<file path="config.mk">
export PLATFORM = sky130hd
export DESIGN_NAME = pe_array_ctrl
export DESIGN_NICKNAME = d
export VERILOG_FILES = /design/src/rtl/pe_array_pkg.sv /design/src/rtl/pe_array_ctrl.sv
export SDC_FILE = /design/constraint.sdc
export NUM_CORES = 1
export LEC_CHECK = 0
export ABC_AREA = 1
export CAP_MARGIN = 20
export CORE_MARGIN = 8
export CORE_UTILIZATION = 50
export CTS_BUF_LIST = sky130_fd_sc_hd__clkbuf_4
export DETAILED_ROUTE_END_ITERATION = 10
export PLACE_DENSITY = 0.8
export RECOVER_POWER = 25
export SETUP_SLACK_MARGIN = 0.15
export SKIP_LAST_GASP = 1
export SYNTH_ARGS = -nofsm -noshare
export SYNTH_HDL_FRONTEND = slang
export SYNTH_SLANG_ARGS = --single-unit
</file>
<file path="constraint.sdc">
create_clock -name clk -period 1.85 [get_ports clk]
set_input_delay 0.37 -clock clk [delete_from_list [all_inputs] [get_ports clk]]
set_output_delay 0.37 -clock clk [all_outputs]
set_load 0.1 [all_outputs]
</file>
<file path="src/rtl/pe_array_pkg.sv">
// Shared constants and types for the PE array control path.
// Covers array geometry, the compute window length and the sequencer state set.
package pe_array_pkg;

  localparam int ROW_NUM        = 32;
  localparam int COL_NUM        = 32;
  localparam int COMPUTE_CYCLES = 4;
  localparam int TILE_W         = 16;
  localparam int ROW_W          = 6;
  localparam int CNT_W          = $clog2(COMPUTE_CYCLES);

  localparam logic [ROW_W-1:0] ROW_MAX = ROW_W'(ROW_NUM);

  typedef enum logic [2:0] {
    IDLE,
    LOAD_W,
    W_LATCH,
    FETCH_IF,
    COMPUTE,
    OUT,
    DONE
  } ctrl_state_e;

  // A command is runnable only with 1..ROW_NUM rows and at least one tile.
  function automatic logic cfg_valid(input logic [ROW_W-1:0]  rows,
                                     input logic [TILE_W-1:0] tiles);
    return (rows != '0) && (rows <= ROW_MAX) && (tiles != '0);
  endfunction

endpackage

</file>
<file path="src/rtl/pe_array_ctrl.sv">
// Tile sequencer for the PE array: weight load, per-vector compute window and
// row-sum handoff to the reducer. All outputs are decoded from registered state.
module pe_array_ctrl
  import pe_array_pkg::*;
(
  input  logic              clk,
  input  logic              reset,
  input  logic              start,
  input  logic              abort,
  input  logic [ROW_W-1:0]  cfg_row_num,
  input  logic [TILE_W-1:0] cfg_tile_num,
  input  logic              cfg_pass_if,
  output logic              w_req,
  input  logic              w_ready,
  output logic              if_req,
  input  logic              if_valid,
  output logic [ROW_W-1:0]  array_weight_en,
  output logic              prod_out_en,
  output logic              pe_pass_if,
  output logic              opsum_valid,
  input  logic              opsum_ready,
  output logic              busy,
  output logic              done,
  output logic              err
);

  ctrl_state_e       state_q, state_d;
  logic [ROW_W-1:0]  row_num_q;
  logic [TILE_W-1:0] tile_num_q;
  logic [TILE_W-1:0] tile_cnt_q;
  logic [CNT_W-1:0]  comp_cnt_q;
  logic              pass_q;
  logic              err_q;

  logic accept;
  logic reject;
  logic inc_tile;
  logic clr_cnt;
  logic tile_last;
  logic comp_last;

  assign tile_last = (tile_cnt_q == tile_num_q - TILE_W'(1));
  assign comp_last = (comp_cnt_q == CNT_W'(COMPUTE_CYCLES - 1));

  // NOTE: every signal written here gets a default first, so no path through
  // the case statement can leave one unassigned and infer a latch.
  always_comb begin
    state_d  = state_q;
    accept   = 1'b0;
    reject   = 1'b0;
    inc_tile = 1'b0;
    clr_cnt  = 1'b0;

    unique case (state_q)
      IDLE: begin
        if (start) begin
          if (cfg_valid(cfg_row_num, cfg_tile_num)) begin
            accept  = 1'b1;
            state_d = LOAD_W;
          end else begin
            reject  = 1'b1;
          end
        end
      end
      LOAD_W:   if (w_ready)  state_d = W_LATCH;
      W_LATCH:                state_d = FETCH_IF;
      FETCH_IF: if (if_valid) state_d = COMPUTE;
      COMPUTE:  if (comp_last) state_d = OUT;
      OUT: begin
        if (opsum_ready) begin
          if (tile_last) begin
            state_d  = DONE;
          end else begin
            inc_tile = 1'b1;
            state_d  = FETCH_IF;
          end
        end
      end
      DONE:     state_d = IDLE;
      default:  state_d = IDLE;
    endcase

    // Abort wins over any handshake finishing in the same cycle.
    if (abort && (state_q != IDLE)) begin
      state_d  = IDLE;
      inc_tile = 1'b0;
      clr_cnt  = 1'b1;
    end
  end

  // NOTE: sequential state uses non-blocking assignments so every register
  // samples the pre-edge values, independent of statement order.
  always_ff @(posedge clk or negedge reset) begin
    if (!reset) begin
      state_q <= IDLE;
    end else begin
      state_q <= state_d;
    end
  end

  always_ff @(posedge clk or negedge reset) begin
    if (!reset) begin
      row_num_q  <= '0;
      tile_num_q <= '0;
      pass_q     <= 1'b0;
      err_q      <= 1'b0;
    end else begin
      err_q <= reject;
      if (accept) begin
        row_num_q  <= cfg_row_num;
        tile_num_q <= cfg_tile_num;
        pass_q     <= cfg_pass_if;
      end
    end
  end

  // The compute counter restarts while waiting for the next ifmap vector and
  // parks at its last value rather than wrapping.
  always_ff @(posedge clk or negedge reset) begin
    if (!reset) begin
      tile_cnt_q <= '0;
      comp_cnt_q <= '0;
    end else if (accept || clr_cnt) begin
      tile_cnt_q <= '0;
      comp_cnt_q <= '0;
    end else begin
      if (inc_tile) tile_cnt_q <= tile_cnt_q + TILE_W'(1);
      if (state_q == FETCH_IF) begin
        comp_cnt_q <= '0;
      end else if ((state_q == COMPUTE) && !comp_last) begin
        comp_cnt_q <= comp_cnt_q + CNT_W'(1);
      end
    end
  end

  assign w_req           = (state_q == LOAD_W);
  assign if_req          = (state_q == FETCH_IF);
  assign array_weight_en = (state_q == W_LATCH) ? row_num_q : '0;
  assign prod_out_en     = (state_q == COMPUTE);
  assign opsum_valid     = (state_q == OUT);
  assign busy            = (state_q != IDLE);
  assign done            = (state_q == DONE);
  assign pe_pass_if      = pass_q;
  assign err             = err_q;

endmodule

</file>
# Yosys cells after proc, flatten, opt, wreduce, memory -nomap -nowiden
# Index checks and enable logic that the tools add are counted.
# W data, S select, Z words.
[word_totals]
reg_bits = 45
in_bits = 30
out_inout_bits = 14
elab_cells = 64
[op_classes]
n_addsub = 3
order_cmp = 1
eq_ne = 14
muxes = 26
n_reduce_logical = 13
[ops]
columns = ["cell", "n"]
rows = [
  ["$mux W16", 2],
  ["$mux W3", 8],
  ["$pmux W3 S6", 1],
  ["$add A16 B1 Y16 const B", 1],
  ["$eq A16 B16 Y1", 1],
  ["$reduce_bool A16 Y1", 1],
  ["$sub A16 B1 Y16 const B", 1],
  ["$ne A3 B1 Y1 const B", 4],
  ["$mux W1", 11],
  ["$eq A3 B3 Y1 const B", 3],
  ["$eq A3 B2 Y1 const B", 2],
  ["$le A6 B6 Y1 const B", 1],
  ["$mux W2", 3],
  ["$mux W6", 1],
  ["$ne A3 B3 Y1 const B", 2],
  ["$reduce_and A6 Y1", 1],
  ["$reduce_bool A3 Y1", 2],
  ["$reduce_bool A6 Y1", 1],
  ["$logic_and A1 B1 Y1", 4],
  ["$eq A3 B1 Y1 const B", 1],
  ["$logic_not A3 Y1", 1],
  ["$add A2 B1 Y2 const B", 1],
  ["$eq A2 B2 Y1 const B", 1],
  ["$reduce_bool A2 Y1", 1],
  ["other kinds (2)", 2],
]

# Depth between registers and ports, before layout
[depth]
ltp_word = 8
depth_mapped = 18
depth_no_buf = 17

# Worst setup path before layout
# No wires, ideal clock.
[synth_path]
path_type = "flip-flop to flip-flop"
startpoint = "register state_q[0]"
endpoint = "register tile_cnt_q[13]"
setup_time_ns = 0.065
t_arrival_ns = 2.736
path_slack_ns = -0.951
stages_incl_launch_ff = 9
period_less_slack_ns = 2.801
cell_sequence = "dfrtp_1 > clkbuf_1 > nand2_1 > nor2_1 > nand3_4 > nand2_4 > buf_6 > nand2_1 > nand2_1"
[synth_via]
elab_cells_between_ends = 11
[synth_lines]
columns = ["element", "line_no", "rtl"]
rows = [
  ["start, declared", "pe_array_ctrl.sv:27", "ctrl_state_e state_q, state_d;"],
  ["start signal, assigned", "pe_array_ctrl.sv:97", "state_q <= state_d;"],
  ["$eq A3 B3 Y1", "-", ""],
  ["net opsum_valid", "pe_array_ctrl.sv:20", "output logic opsum_valid,"],
  ["$mux W1", "pe_array_ctrl.sv:54", "unique case (state_q)"],
  ["$mux W1", "pe_array_ctrl.sv:84", "if (abort && (state_q != IDLE)) begin"],
  ["$reduce_bool A2 Y1 (no source line)", "-", ""],
  ["end signal, assigned", "pe_array_ctrl.sv:127", "if (inc_tile) tile_cnt_q <= tile_cnt_q + TILE_W'(1);"],
  ["end, declared", "pe_array_ctrl.sv:30", "logic [TILE_W-1:0] tile_cnt_q;"],
]
# The timed path passes the listed nets, and every way through them passes these cells.
# A chain may end at the register's enable or synchronous reset.

# Final worst setup path
[layout_path]
startpoint = "register tile_num_q[0]"
endpoint = "register tile_cnt_q[14]"
[layout_via]
elab_chain_len = 7
[layout_rtl]
columns = ["element", "line_no", "rtl"]
rows = [
  ["start, declared", "pe_array_ctrl.sv:29", "logic [TILE_W-1:0] tile_num_q;"],
  ["start signal, assigned", "pe_array_ctrl.sv:111", "tile_num_q <= cfg_tile_num;"],
  ["$sub A16 B1 Y16", "pe_array_ctrl.sv:42", "assign tile_last = (tile_cnt_q == tile_num_q - TILE_W'(1));"],
  ["$eq A16 B16 Y1", "pe_array_ctrl.sv:42", ""],
  ["$mux W1", "pe_array_ctrl.sv:71", "if (tile_last) begin"],
  ["$mux W1", "pe_array_ctrl.sv:70", "if (opsum_ready) begin"],
  ["$mux W1", "pe_array_ctrl.sv:54", ""],
  ["$mux W1", "pe_array_ctrl.sv:84", ""],
  ["$reduce_bool A2 Y1 (no source line)", "-", ""],
]
# Every way passes these cells.

==> run metrics <==
Worst Path Buf+Inv=2; count of final max-slew check failures=0; area grow syn2layout=55.3%; fraction of layout cells with a size suffix above 1=0.350; number of cells after detailed placement=between 600 and 700; Netlist cell types=32; Mapped Area=roughly 3200 um^2; Synth area leader=sky130_fd_sc_hd__dfrtp_1; maximum level of the CTS H-tree=2; overall track demand over capacity in global routing=0.215; main area contributors after synthesis=sky130_fd_sc_hd__dfrtp_1 35%, sky130_fd_sc_hd__nand2_1 15%, sky130_fd_sc_hd__nor2_1 7.5%; final clock skew=0.0150 ns; post-detail-place hpwl=7080 um; failing checks=negative setup slack; largest voltage drop on the vdd net=roughly 1.7 mV; vertical extent of the die=about 96 um; final worst-path cycle share=1.20; static leakage=approximately 2.6 nW; final routed wirelength across all metal layers=12800 um; crit end category=flop; vias per std cell=between 5 and 6; number of clock sinks=45; Core Region=6280 um^2; crit path DAT=2.47 ns; CP max stage cell=sky130_fd_sc_hd__dfrtp_1; total vias in the final route=just under 4000; initial DRC count=500; total negative slack=-6.16 ns; area of the die=slightly above 9000 um^2; number of buffers created by CTS=5; routability-driven placement congestion ratio=0.877; remaining number of nets flagged by the antenna check after routing=0; most frequent standard cell in the layout excluding fill and tap cells=sky130_fd_sc_hd__nand2_1; worst-case setup margin in the final layout=-0.364 ns; run status=complete, but fails checks; final-report setup violation count=26; antenna violations before repair=0; cells traversed along the worst timing path=inv_2 > ha_4 > nand3_4 > o21ai_0 > nand2_2 > nand2_1 > nor2_1 > nand2_1 > nor2_1 > nand2_2 > nand3_4 > buf_8 > nand3_1 > nand2_1; Async S/R FF share, synth=1.00; I/O pin total=44; Post-Syn Instances=476; startpoint type of the worst setup path=flop; largest net degree at the start of global routing=28; synthesized net count=between 500 and 600; area of combinational cells with multiple inputs=2110 um^2; power density over the cells=1400 nW/um^2; Core Rows=29; clock-pin slew of the registers on the worst-case setup and hold paths=0.14 ns; mean instance size in the synthesized netlist=slightly below 7 um^2; number of nets in the finished design=~630; unrepaired setup endpoints after global routing=true; register bit count reported by yosys=45; count of input and output buffers=43; number of buffers between clock root and the deepest sink=2; most frequent cells in the layout=108 x sky130_fd_sc_hd__nand2_1, 62 x sky130_fd_sc_hd__buf_4, 50 x sky130_fd_sc_hd__inv_1; Critical Path Max Stage Delay=around 0.42 ns; die width=96.2 um; number of endpoints with negative hold slack in the final report=0; Fillers=~350; worst-path maximum fanout=12; number of flops mapped to enable cells by yosys=0; TritonCTS clock tree=built; antenna diode count=0; global route overflow=0; Initial Utilization=0.512; share of the core filled with cells=0.795; TritonRoute pass-1 iters=6; overall power consumption=around 0.007 W; area share of the largest cell type after synthesis=0.350; CP most frequent cell=sky130_fd_sc_hd__nand2_1; WL per Instance=between 15 and 20 um; number of warnings issued by yosys=0; top_reg_cell synth=sky130_fd_sc_hd__dfrtp_1; source-to-sink clock delay at the later pin of the worst-skew pair=0.37 ns; measured slew at the worst slew-check pin=between 1 and 1.5 ns; Critical Setup Path Class=reg2reg; Max Cap Viol=0; top achievable clock speed=around 0.45 GHz; final critical delay including setup and external delays=approximately 2.2 ns; headroom to the max-slew limit=0.190; data required time of the critical path=around 2.1 ns; vias in the first global route=~3500; path category of the worst min-delay check=in2reg; non-filler cells, final=674; CP top delay family=simple AND/OR/NAND/NOR gates; portion of the post-synthesis area used by sequential elements=0.350; cell chosen for the clock root=sky130_fd_sc_hd__clkbuf_4; global-route wire length before repair=between 15000 and 20000 um; remaining design rule violation count=0; FF+latch area=approximately 1100 um^2
-- area by class of cell --
cell class | instances | share of cell area
inverters | 67 | 0.0544
flip-flops and latches | 45 | 0.226
clock inverters | 2 | 0.00201
repair buffers | 125 | 0.267
well taps | 77 | 0.0193
multi-input cells | 352 | 0.422
clock buffers | 6 | 0.00902
-- synth_stat cells (4+ instances only) --
| cell | count |
|---|---|
| sky130_fd_sc_hd__nand2_2 | 13 |
| sky130_fd_sc_hd__nand2_1 | 126 |
| sky130_fd_sc_hd__xnor2_1 | 13 |
| sky130_fd_sc_hd__xor2_1 | 12 |
| sky130_fd_sc_hd__o21ai_0 | 16 |
| sky130_fd_sc_hd__inv_1 | 63 |
| sky130_fd_sc_hd__nor2_1 | 64 |
| sky130_fd_sc_hd__nand4_1 | 7 |
| sky130_fd_sc_hd__inv_2 | 4 |
| sky130_fd_sc_hd__nor4_1 | 5 |
| sky130_fd_sc_hd__nor3_1 | 11 |
| sky130_fd_sc_hd__dfrtp_1 | 45 |
| sky130_fd_sc_hd__clkbuf_1 | 5 |
| sky130_fd_sc_hd__nand3_1 | 45 |
| sky130_fd_sc_hd__nor2_2 | 9 |
| sky130_fd_sc_hd__a21oi_1 | 14 |
-- per-stage QoR --
stage,setup WS [ns],hold slack (ns),cell area (um^2)
floorplan,-0.133,0.0744,3290
global placement,-0.491,0.362,4350
detailed placement,-0.510,0.349,4350
CTS,-0.208,0.433,4660
global route,-0.490,0.289,4990
finish,-0.364,0.297,4990
-- routing by layer --
layer,up-vias,wire length (um),GRT usage,part of all wire
met5,-,0,0,0
met4,0,796,0.0781,0.062
met3,85,1230,0.0476,0.096
met2,271,6380,0.390,0.50
met1,1829,4360,0.238,0.34
li1,1732,-,-,-
-- timing repair --
action,4_1_cts,5_1_grt
resized for setup,53,68
gates cloned,0,1
hold buffers,1,0
buffers inserted,13,14
pin swaps,23,25
endpoints found under the hold margin,18,0
endpoints found under the setup margin,56,56
-- worst paths after layout --
| kind | end | slack (ns) | depth (start not counted) | start |
|---|---|---|---|---|
| max reg2reg | tile_cnt_q[14] | -0.36 | 14 | tile_num_q[0] |
| max in group asynchronous | tile_num_q[6] | 0.23 | 3 | reset |
| min in group asynchronous | row_num_q[3] | 0.76 | 2 | reset |
| min reg2reg | tile_num_q[15] | 0.54 | 2 | tile_num_q[15] |
| max | tile_cnt_q[14] | -0.36 | 14 | tile_num_q[0] |
| min | tile_num_q[12] | 0.30 | 3 | cfg_tile_num[12] |
-- cells by family (layout without fill, tap and decap cells) --
kind of cell,count (synthesis),in the layout,synth area share
muxes,2,2,0.00700
buffers and inverters,80,200,0.0988
AOI/OAI and AO/OA,31,31,0.0490
xor gates and xnor gates,25,25,0.0681
and+or+nand+nor,290,291,0.415
adders and majority gates,3,3,0.0117
DFF,45,45,0.350
-- worst min-delay path, delay by kind of cell --
kind	cells	cell delay (ns)
buf+inv	2	0.18
compound gates	1	0.08
-- registers in the layout, indices dropped and copies added (netlist names) --
| register | flops |
|---|---|
| state_q | 3 |
| tile_cnt_q | 16 |
| comp_cnt_q | 2 |
| err | 1 |
| tile_num_q | 16 |
| pe_pass_if | 1 |
| row_num_q | 6 |
-- power by group --
part,switching (W),total (W),internal (W)
registers,0.000394,0.00169,0.00129
logic,0.00282,0.00478,0.00196
clock network,0.000347,0.000507,0.000160
total,0.00356,0.00697,0.00342
No activity file was read; power rests on OpenSTA's default activity.
